===== src/rtl/obc_da_pkg.sv =====
// Shared definitions for the distributed-arithmetic single-bin DFT.
//   state_t    : frame FSM states (LOAD -> COMPUTE -> HOLD -> LOAD)
//   obc_da_aw  : accumulator/output width that makes the dot product exact
package obc_da_pkg;

  typedef enum logic [1:0] {
    LOAD    = 2'd0,
    COMPUTE = 2'd1,
    HOLD    = 2'd2
  } state_t;

  // Full product width plus one bit per doubling of the term count.
  function automatic int obc_da_aw(input int dw, input int cw, input int n_pts);
    return dw + cw + $clog2(n_pts);
  endfunction

endpackage


===== src/rtl/obc_da_plane_sum.sv =====
// Combinational bit-plane partial sum for one coefficient bank.
//   bits : bit b of every stored sample, one bit per sample slot
//   coef : coefficient per sample slot (two's complement)
//   psum : sum of coef[n] over slots whose bit is set, sign-extended to AW
module obc_da_plane_sum #(
  parameter int N_PTS = 16,
  parameter int CW    = 16,
  parameter int AW    = 36
) (
  input  logic [N_PTS-1:0]       bits,
  input  logic signed [CW-1:0]   coef [N_PTS],
  output logic signed [AW-1:0]   psum
);

  always_comb begin
    psum = '0;
    for (int n = 0; n < N_PTS; n++) begin
      if (bits[n]) psum = psum + AW'(coef[n]);
    end
  end

endmodule


===== src/rtl/obc_da_dft_bin.sv =====
// Single-bin DFT by bit-serial distributed arithmetic.
// A frame of N_PTS samples is loaded, then DW bit-plane cycles (MSB first)
// accumulate sum(c_re[n]*x[n]) and sum(c_im[n]*x[n]); the result is held
// until the consumer accepts it.
//   clk, rst_n                : clock, asynchronous active-low reset
//   coef_we/bank/addr/data    : coefficient write port (rejected in COMPUTE)
//   s_valid/s_ready/s_data    : sample input stream
//   m_valid/m_ready/y_re/y_im : result output
//   coef_err                  : one-cycle pulse for a rejected coefficient write
module obc_da_dft_bin
  import obc_da_pkg::*;
#(
  parameter int N_PTS = 16,
  parameter int DW    = 16,
  parameter int CW    = 16,
  parameter int AW    = obc_da_aw(DW, CW, N_PTS)
) (
  input  logic                      clk,
  input  logic                      rst_n,
  input  logic                      coef_we,
  input  logic                      coef_bank,
  input  logic [$clog2(N_PTS)-1:0]  coef_addr,
  input  logic signed [CW-1:0]      coef_data,
  input  logic                      s_valid,
  output logic                      s_ready,
  input  logic signed [DW-1:0]      s_data,
  output logic                      m_valid,
  input  logic                      m_ready,
  output logic signed [AW-1:0]      y_re,
  output logic signed [AW-1:0]      y_im,
  output logic                      coef_err
);

  localparam int NW = $clog2(N_PTS);
  localparam int BW = $clog2(DW);
  localparam logic [NW-1:0] CNT_LAST = NW'(N_PTS - 1);
  localparam logic [BW-1:0] BIT_TOP  = BW'(DW - 1);

  state_t                state, state_nxt;
  logic [NW-1:0]         cnt;
  logic [BW-1:0]         bit_idx;
  logic signed [DW-1:0]  x_p0 [N_PTS];
  logic signed [CW-1:0]  c_re [N_PTS];
  logic signed [CW-1:0]  c_im [N_PTS];
  logic [N_PTS-1:0]      plane;
  logic signed [AW-1:0]  p_re, p_im;
  logic signed [AW-1:0]  acc_re_p1, acc_im_p1, acc_re_nxt, acc_im_nxt;
  logic signed [AW-1:0]  y_re_p2, y_im_p2;
  logic                  vld_p2;
  logic                  beat, frame_done, last_plane, coef_ok;

  // The sign plane carries weight -2^(DW-1), so its partial sum is subtracted.
  function automatic logic signed [AW-1:0] plane_term(input logic signed [AW-1:0] p,
                                                      input logic sign_plane);
    return sign_plane ? -p : p;
  endfunction

  assign beat       = s_valid && s_ready;
  assign frame_done = beat && (cnt == CNT_LAST);
  assign last_plane = (state == COMPUTE) && (bit_idx == '0);
  assign coef_ok    = coef_we && (state != COMPUTE);

  always_ff @(posedge clk or negedge rst_n) begin
    if (!rst_n) state <= LOAD;
    else        state <= state_nxt;
  end

  always_comb begin
    state_nxt = state;
    case (state)
      LOAD:    if (frame_done)        state_nxt = COMPUTE;
      COMPUTE: if (bit_idx == '0)     state_nxt = HOLD;
      HOLD:    if (vld_p2 && m_ready) state_nxt = LOAD;
      default:                        state_nxt = LOAD;
    endcase
  end

  // s_ready is registered from the next state so it stays low during reset
  // and rises on the first clock after release.
  always_ff @(posedge clk or negedge rst_n) begin
    if (!rst_n) begin
      cnt      <= '0;
      bit_idx  <= '0;
      s_ready  <= 1'b0;
      vld_p2   <= 1'b0;
      coef_err <= 1'b0;
    end else begin
      s_ready  <= (state_nxt == LOAD);
      coef_err <= coef_we && (state == COMPUTE);
      if (beat) cnt <= (cnt == CNT_LAST) ? '0 : cnt + 1'b1;
      if (frame_done)              bit_idx <= BIT_TOP;
      else if (state == COMPUTE)   bit_idx <= bit_idx - 1'b1;
      if (last_plane)              vld_p2 <= 1'b1;
      else if (vld_p2 && m_ready)  vld_p2 <= 1'b0;
    end
  end

  // ---- stage p0: sample and coefficient storage ----
  always_comb begin
    plane = '0;
    for (int n = 0; n < N_PTS; n++) plane[n] = x_p0[n][bit_idx];
  end

  obc_da_plane_sum #(.N_PTS(N_PTS), .CW(CW), .AW(AW)) u_sum_re (
    .bits (plane),
    .coef (c_re),
    .psum (p_re)
  );

  obc_da_plane_sum #(.N_PTS(N_PTS), .CW(CW), .AW(AW)) u_sum_im (
    .bits (plane),
    .coef (c_im),
    .psum (p_im)
  );

  // ---- stage p1: bit-serial accumulation, MSB plane first ----
  always_comb begin
    acc_re_nxt = (acc_re_p1 <<< 1) + plane_term(p_re, bit_idx == BIT_TOP);
    acc_im_nxt = (acc_im_p1 <<< 1) + plane_term(p_im, bit_idx == BIT_TOP);
  end

  always_ff @(posedge clk or negedge rst_n) begin
    if (!rst_n) begin
      for (int n = 0; n < N_PTS; n++) begin
        x_p0[n] <= '0;
        c_re[n] <= '0;
        c_im[n] <= '0;
      end
      acc_re_p1 <= '0;
      acc_im_p1 <= '0;
      y_re_p2   <= '0;
      y_im_p2   <= '0;
    end else begin
      if (beat) x_p0[cnt] <= s_data;
      if (coef_ok) begin
        if (coef_bank) c_im[coef_addr] <= coef_data;
        else           c_re[coef_addr] <= coef_data;
      end
      if (frame_done) begin
        acc_re_p1 <= '0;
        acc_im_p1 <= '0;
      end else if (state == COMPUTE) begin
        acc_re_p1 <= acc_re_nxt;
        acc_im_p1 <= acc_im_nxt;
      end
      // ---- stage p2: result register held through HOLD ----
      if (last_plane) begin
        y_re_p2 <= acc_re_nxt;
        y_im_p2 <= acc_im_nxt;
      end
    end
  end

  assign m_valid = vld_p2;
  assign y_re    = y_re_p2;
  assign y_im    = y_im_p2;

endmodule

===== config.mk =====
export PLATFORM = sky130hd
export DESIGN_NAME = obc_da_dft_bin
export DESIGN_NICKNAME = d
export VERILOG_FILES = /design/src/rtl/obc_da_pkg.sv /design/src/rtl/obc_da_plane_sum.sv /design/src/rtl/obc_da_dft_bin.sv
export SDC_FILE = /design/constraint.sdc
export NUM_CORES = 2
export LEC_CHECK = 0
export CAP_MARGIN = 25
export CORE_UTILIZATION = 35
export CTS_CLUSTER_DIAMETER = 60
export DETAILED_ROUTE_END_ITERATION = 16
export PLACE_DENSITY = 0.55
export SLEW_MARGIN = 30
export SYNTH_ARGS = -nofsm -noshare
export SYNTH_HDL_FRONTEND = slang
export SYNTH_SLANG_ARGS = --single-unit

===== constraint.sdc =====
create_clock -name clk -period 38.2 [get_ports clk]
set_clock_uncertainty 0.15 [all_clocks]
set_input_delay 5.73 -clock clk [delete_from_list [all_inputs] [get_ports clk]]
set_output_delay 5.73 -clock clk [all_outputs]
set_load 0.02 [all_outputs]

---- Yosys cells after proc, flatten, opt, wreduce, memory -nomap -nowiden ----
Cells that the tools add are included.
operators by class
  add/subtract/negate cells ............... 36
  $lt $le $gt $ge ......................... 5
  equal/unequal tests ..................... 5
  multiplexer cells ....................... 86
  bitwise gates (word level) .............. 3
  reduce and logical (&&, ||, !) cells .... 15
operators with widths
  operator             number
  $mux 36              34
  $add 36x16->36       30
  $bwmux 256           3
  $mux 35              4
  $demux 16 s4         2
  $add 36x36->36       2
  $neg 36->36          2
  $bmux 1 s4           16
  $mux 16              2
  $mux 1               18
  $mux 4               3
  $ge 5x5->1 const B   2
  $lt 5x1->1 const B   2
  $not 4->5            2
  $eq 4x4->1 const B   2
  $logic_and 1x1->1    8
  $mux 2               3
  $pmux 2 s3           1
  $lt 4x5->1 const B   1
  $add 4x1->4 const B  1
  $logic_not 2->1      2
  $logic_not 4->1      1
  $reduce_and 2->1     2
  $reduce_bool 2->1    2
  other kinds (5)      5
storage, ports and cells
  flip-flop bits (word level) ............. 923
  output and inout port bits .............. 75
  logic and storage cells ................. 208

---- Logic depth before layout (Yosys ltp) ----
  depth in word-level cells ............... 38
  mapped depth ............................ 142
  gate-level depth less buffers ........... 135

---- Cells and area by module ----
From an unflattened synthesis, not the netlist that was laid out.
unflattened totals
  cells, all modules ...................... 13089
  area total of the unflattened synthesis .. 107297.9 um^2
by module, submodules not included
  module                       instances  cells an instance  area each (um^2)  seq. area each (um^2)
  obc_da_dft_bin               1          3397               42051.6           23097.2
  obc_da_plane_sum (u_sum_re)  1          4847               32780.2           0.0
  obc_da_plane_sum (u_sum_im)  1          4845               32466.1           0.0

---- Worst setup path before layout ----
No wires, ideal clock.
  kind .................................... reg-to-reg
  from .................................... reg bit_idx[1]
  to ...................................... reg y_im_p2[35] (netlist: y_im[35])
  arrival time ............................ 25.188 ns
  required time ........................... 37.914 ns
  setup slack ............................. 12.727 ns
  cell stages (with the launch flop) ...... 130
  path buffers ............................ 7
  period minus slack after synthesis ...... 25.473 ns
  cell sequence ........................... dfrtp_1 -> buf_6 -> mux4_2 -> mux4_2 -> buf_6 -> buf_6 -> buf_2 -> buf_2 -> and2_1 -> ha_1 -> fa_1 -> a21o_1 -> maj3_1 -> and3_1 -> or3_1 -> a21oi_2 -> xor2_1 -> o21ai_1 -> (+94 left out) -> a211oi_1 -> inv_1 -> ha_1 -> and2_1 -> nor2_1 -> a21boi_0 -> nor3_1 -> a221oi_1 -> and2_1 -> a21oi_1 -> xnor2_1 -> ha_1 -> nand2_1 -> o41ai_1 -> a21o_1 -> a21oi_1 -> xnor2_1 -> o21ai_0
between the ends
  cells in the longest elaborated chain, start to end .. 36
RTL lines
  element                       line                    text
  from (decl)                   obc_da_dft_bin.sv:41    logic [BW-1:0] bit_idx;
  from (signal assigned)        obc_da_dft_bin.sv:92    else if (state == COMPUTE) bit_idx <= bit_idx - 1'b1;
  $bmux 1 s4                    obc_da_dft_bin.sv:101   for (int n = 0; n < N_PTS; n++) plane[n] = x_p0[n][bit_idx];
  $mux 1 (not written as such)  obc_da_dft_bin.sv:101
  $mux 36                       obc_da_plane_sum.sv:18  if (bits[n]) psum = psum + AW'(coef[n]);
  $add 36x16->36                obc_da_plane_sum.sv:18
  $mux 36                       obc_da_plane_sum.sv:18
  $add 36x16->36                obc_da_plane_sum.sv:18
  $mux 36                       obc_da_plane_sum.sv:18
  $add 36x16->36                obc_da_plane_sum.sv:18
  (+20 left out)                n/a
  $mux 36                       obc_da_plane_sum.sv:18
  $add 36x16->36                obc_da_plane_sum.sv:18
  $mux 36                       obc_da_plane_sum.sv:18
  $add 36x16->36                obc_da_plane_sum.sv:18
  $mux 36                       obc_da_plane_sum.sv:18
  $neg 36->36                   obc_da_dft_bin.sv:55    return sign_plane ? -p : p;
  $mux 36                       obc_da_dft_bin.sv:55
  $add 36x36->36                obc_da_dft_bin.sv:119   acc_im_nxt = (acc_im_p1 <<< 1) + plane_term(p_im, bit_idx == BIT_TOP);
  to (signal assigned)          obc_da_dft_bin.sv:149   y_im_p2 <= acc_im_nxt;
  to (decl)                     obc_da_dft_bin.sv:48    logic signed [AW-1:0] y_re_p2, y_im_p2;
Parallel ways exist; a longest one is shown, timed or not. The select of a mux whose other input is x is not followed.
A chain may end at the register's enable or synchronous reset.

---- Final worst setup path ----
  from .................................... reg bit_idx[1]
  to ...................................... reg y_im_p2[34] (netlist: y_im[34])
Same word-level chain as after synthesis.

==> flow_summary_export.csv <==
group,metric,value,unit
status,run_status,"completed",
sta,setup-violations-final,0,
worst_setup_path,critical_path.max_stage_delay,0.91,ns
clock_network,cts_buffer_depth,4,
final_layout,most-common-layout-cells,"nand2_1, nor2_1, ha_1",
clock_network,tritoncts_clock_tree,"yes",
placed_design,dp_hpwl,320000,um
synth,postSynthNetCount,14360,
clock_network,h-tree-depth,4,
routing,wirelength,421000,um
die,core_area,306000,sq um
synth,postSynth.asyncResetShare,100,%
min_path,worstHoldPathType,"flip-flop to flip-flop",
die,initial_core_util,35.2,%
sta,final.period_utilization,87.6,%
worst_setup_path,criticalPathCategory,"flip-flop to flip-flop",
routing,detailroute.via_count,102731,
die,full_die_area,310000,sq um
min_path,holdPathStages,2,
synth,synth.distinct_cells,121,
grt,grt-ovfl-total,0,
grt,grt_first_pass_wirelength,625000,um
synth,synth_edf_count,0,
worst_setup_path,crit_fanout,44,
placed_design,gp_congestion,1.04,
clock_network,cts_hold_buffers,0,
sta,rsz_0062_raised_after_global_routing,"no",
routing,drt_iter0_markers,8789,
grt,globalRouteTotalUtil,26.4,%
synth,synthesis.yosys.warnings,0,
routing,ant_nets,0,
final_layout,final_net_count,14326,
sta,endpoints_failing_hold,0,
routing,detailedRoute.firstPassIterationCount,6,
synth,post_synth_instance_area,108000,sq um
clock_network,setup_bufs_post_cts,0,
sta,clock.fmax,0.0299,GHz
synth,synth_seq_area_share,21.4,%
final_layout,layout_commonest_cell,"nand2_1",
die,io-pin-count,117,
synth,synth_area_per_cell,8.19,sq um
sta,tightest_slew,1.22,ns
grt,grt_max_degree,146,
sta,fin_setup_tns,0,ns
worst_setup_path,critPathMostFrequentCell,"ha_1",
synth,synth_cells,13172,
placed_design,port-buffer-count,116,
worst_setup_path,startpoint_type,"flip-flop",
routing,routed_wl_per_cell,24.3,um
min_path,worst_hold_path.endpoint,"x_p0[14]",
worst_setup_path,crit-reg2reg-launch,"bit_idx[1]",
final_layout,final_layout_size_suffix_gt1_share,13.0,%
worst_setup_path,element_type_at_the_critical_path_end,"flip-flop",
clock_network,clock_latency,0.82,ns
clock_network,clockRootBuffer,"clkbuf_16",
worst_setup_path,worst_ep_required_time,38.74,ns
clock_network,clock-sinks,923,
synth,synth_flop_cell,"dfrtp_1",
routing,route.detailed.vias_per_inst,5.92,
sta,slew-limit-headroom,18.0,%
job,maxCapViolCount,0,
die,dieHeight,557,um
sta,timing.final.crit_period,33.47,ns
clock_network,tritoncts.num_buffers,144,
grt,first_global_vias,98344,
worst_setup_path,slowest_stage,"nor4b_1",
routing,number_of_remaining_drc_errors,0,
min_path,worstHoldStart,"x_p0[14]",
die,fp-row-count,203,
grt,antenna_found_initial,42,
clock_network,clk_pin_slew_worst_paths,0.06,ns
worst_setup_path,ff2ff_path_depth,125,
sta,maxSlewViolCount,0,
die,die-width,557,um
worst_setup_path,rrSetupSlack,4.73,ns
worst_setup_path,regToRegEndpoint,"y_im[34]",
worst_setup_path,arrival,34.01,ns
final_layout,area_growth,10.4,%
clock_network,cts-resized-gates,0,
synth,ys_seq_elements,923,
[area by class of cell]
cell class	instances	area [sq um]
multi-input combinational	11232	81300
antenna	21	52.6
inverter	475	1790
fill	31918	187000
timing repair buffer	362	2970
clock buffer	179	3890
tap	4100	5130
sequential	923	23100
clock inverter	65	822
[Yosys cell counts (111+ instances only)]
| library cell | number | area (sq um) |
|---|---|---|
| mux2_2 | 882 | 9930 |
| o21ai_0 | 784 | 3920 |
| nand2b_1 | 155 | 970 |
| a31oi_1 | 208 | 1300 |
| o211ai_1 | 123 | 923 |
| clkbuf_1 | 416 | 1560 |
| o21a_1 | 264 | 1980 |
| nor2b_1 | 126 | 788 |
| nand3_1 | 257 | 1290 |
| ha_1 | 1110 | 13900 |
| or3_1 | 131 | 820 |
| o31ai_1 | 111 | 833 |
| xnor2_1 | 556 | 4870 |
| nor2_1 | 1198 | 4500 |
| nand2_1 | 1324 | 4970 |
| xor2_1 | 308 | 2700 |
| nor3_1 | 273 | 1370 |
| inv_1 | 473 | 1780 |
| and2_1 | 127 | 795 |
| a211oi_1 | 147 | 1100 |
| a21oi_1 | 1001 | 5010 |
| dfrtp_1 | 923 | 23100 |
| a21o_1 | 414 | 3110 |
| and3_1 | 120 | 751 |
[how the worst max path moves through the flow]
stage          startpoint             to  slack [ns]  cells after the start
2_1_floorplan  bit_idx[1]       y_im[35]       12.73                    129
3_3_place_gp   bit_idx[1]       y_im[34]        4.69                    128
4_1_cts        bit_idx[1]       y_im[34]        5.06                    125
6_report       bit_idx[1]       y_im[34]        4.73                    125
5_1_grt        bit_idx[1]  acc_im_p1[34]        2.76                    125
3_5_place_dp   bit_idx[1]       y_im[34]        5.31                    125
[stage by stage]
step	instance area, sq um	hold WS (ns)	util (%)	instances	setup slack, ns
2_1_floorplan	108000	0.291	-	13172	12.73
3_3_place_gp	114000	0.303	37.3	17088	4.69
3_5_place_dp	114000	0.313	37.3	17090	5.31
4_1_cts	119000	0.328	38.8	17334	5.06
5_1_grt	119000	0.357	38.9	17341	2.76
6_report	119000	0.324	38.9	17357	4.73
[sequential cells by signal, summed over array words and instances, names as in the netlist, 2 cells and up]
signal,flops
y_re,36
y_im,36
bit_idx,4
cnt,4
x_p0,256
state,2
acc_im_p1,35
c_im,256
acc_re_p1,35
c_re,256
[kinds of logic (layout without fill, tap and decap cells)]
logic type / count (synthesis) / after routing / synth area share [%]
XOR/XNOR: 871 / 871 / 7.16
other: 0 / 21 / 0
adder cells (fa/ha/maj): 1149 / 1149 / 13.6
buffers and inverters: 1017 / 1081 / 3.63
AO/OA/AOI/OAI: 4048 / 4048 / 24.8
flip-flops: 923 / 923 / 21.4
AND/OR/NAND/NOR: 4112 / 4112 / 17.7
multiplexers: 1052 / 1052 / 11.6
[critical path, delay by kind of cell, from the launching register on]
kind | cells | cell delay (ns)
AO/OA/AOI/OAI | 52 | 14.43
buffers and inverters | 8 | 1.65
multiplexers | 3 | 1.35
AND/OR/NAND/NOR | 36 | 7.82
XOR/XNOR | 10 | 1.78
adder cells (fa/ha/maj) | 16 | 5.25
flip-flops | 1 | 0.81
[per-layer routing]
layer | vias to the layer above | global-route usage, % | routed length [um]
met5 | - | 0 | 89
met1 | 50161 | 34.3 | 181000
met3 | 790 | 3.19 | 25600
li1 | 48690 | - | -
met4 | 14 | 11.5 | 19800
met2 | 3076 | 43.9 | 194000
Power is not shown: default switching activity piles up to over one toggle a cycle in this logic, so the estimate is an artifact.
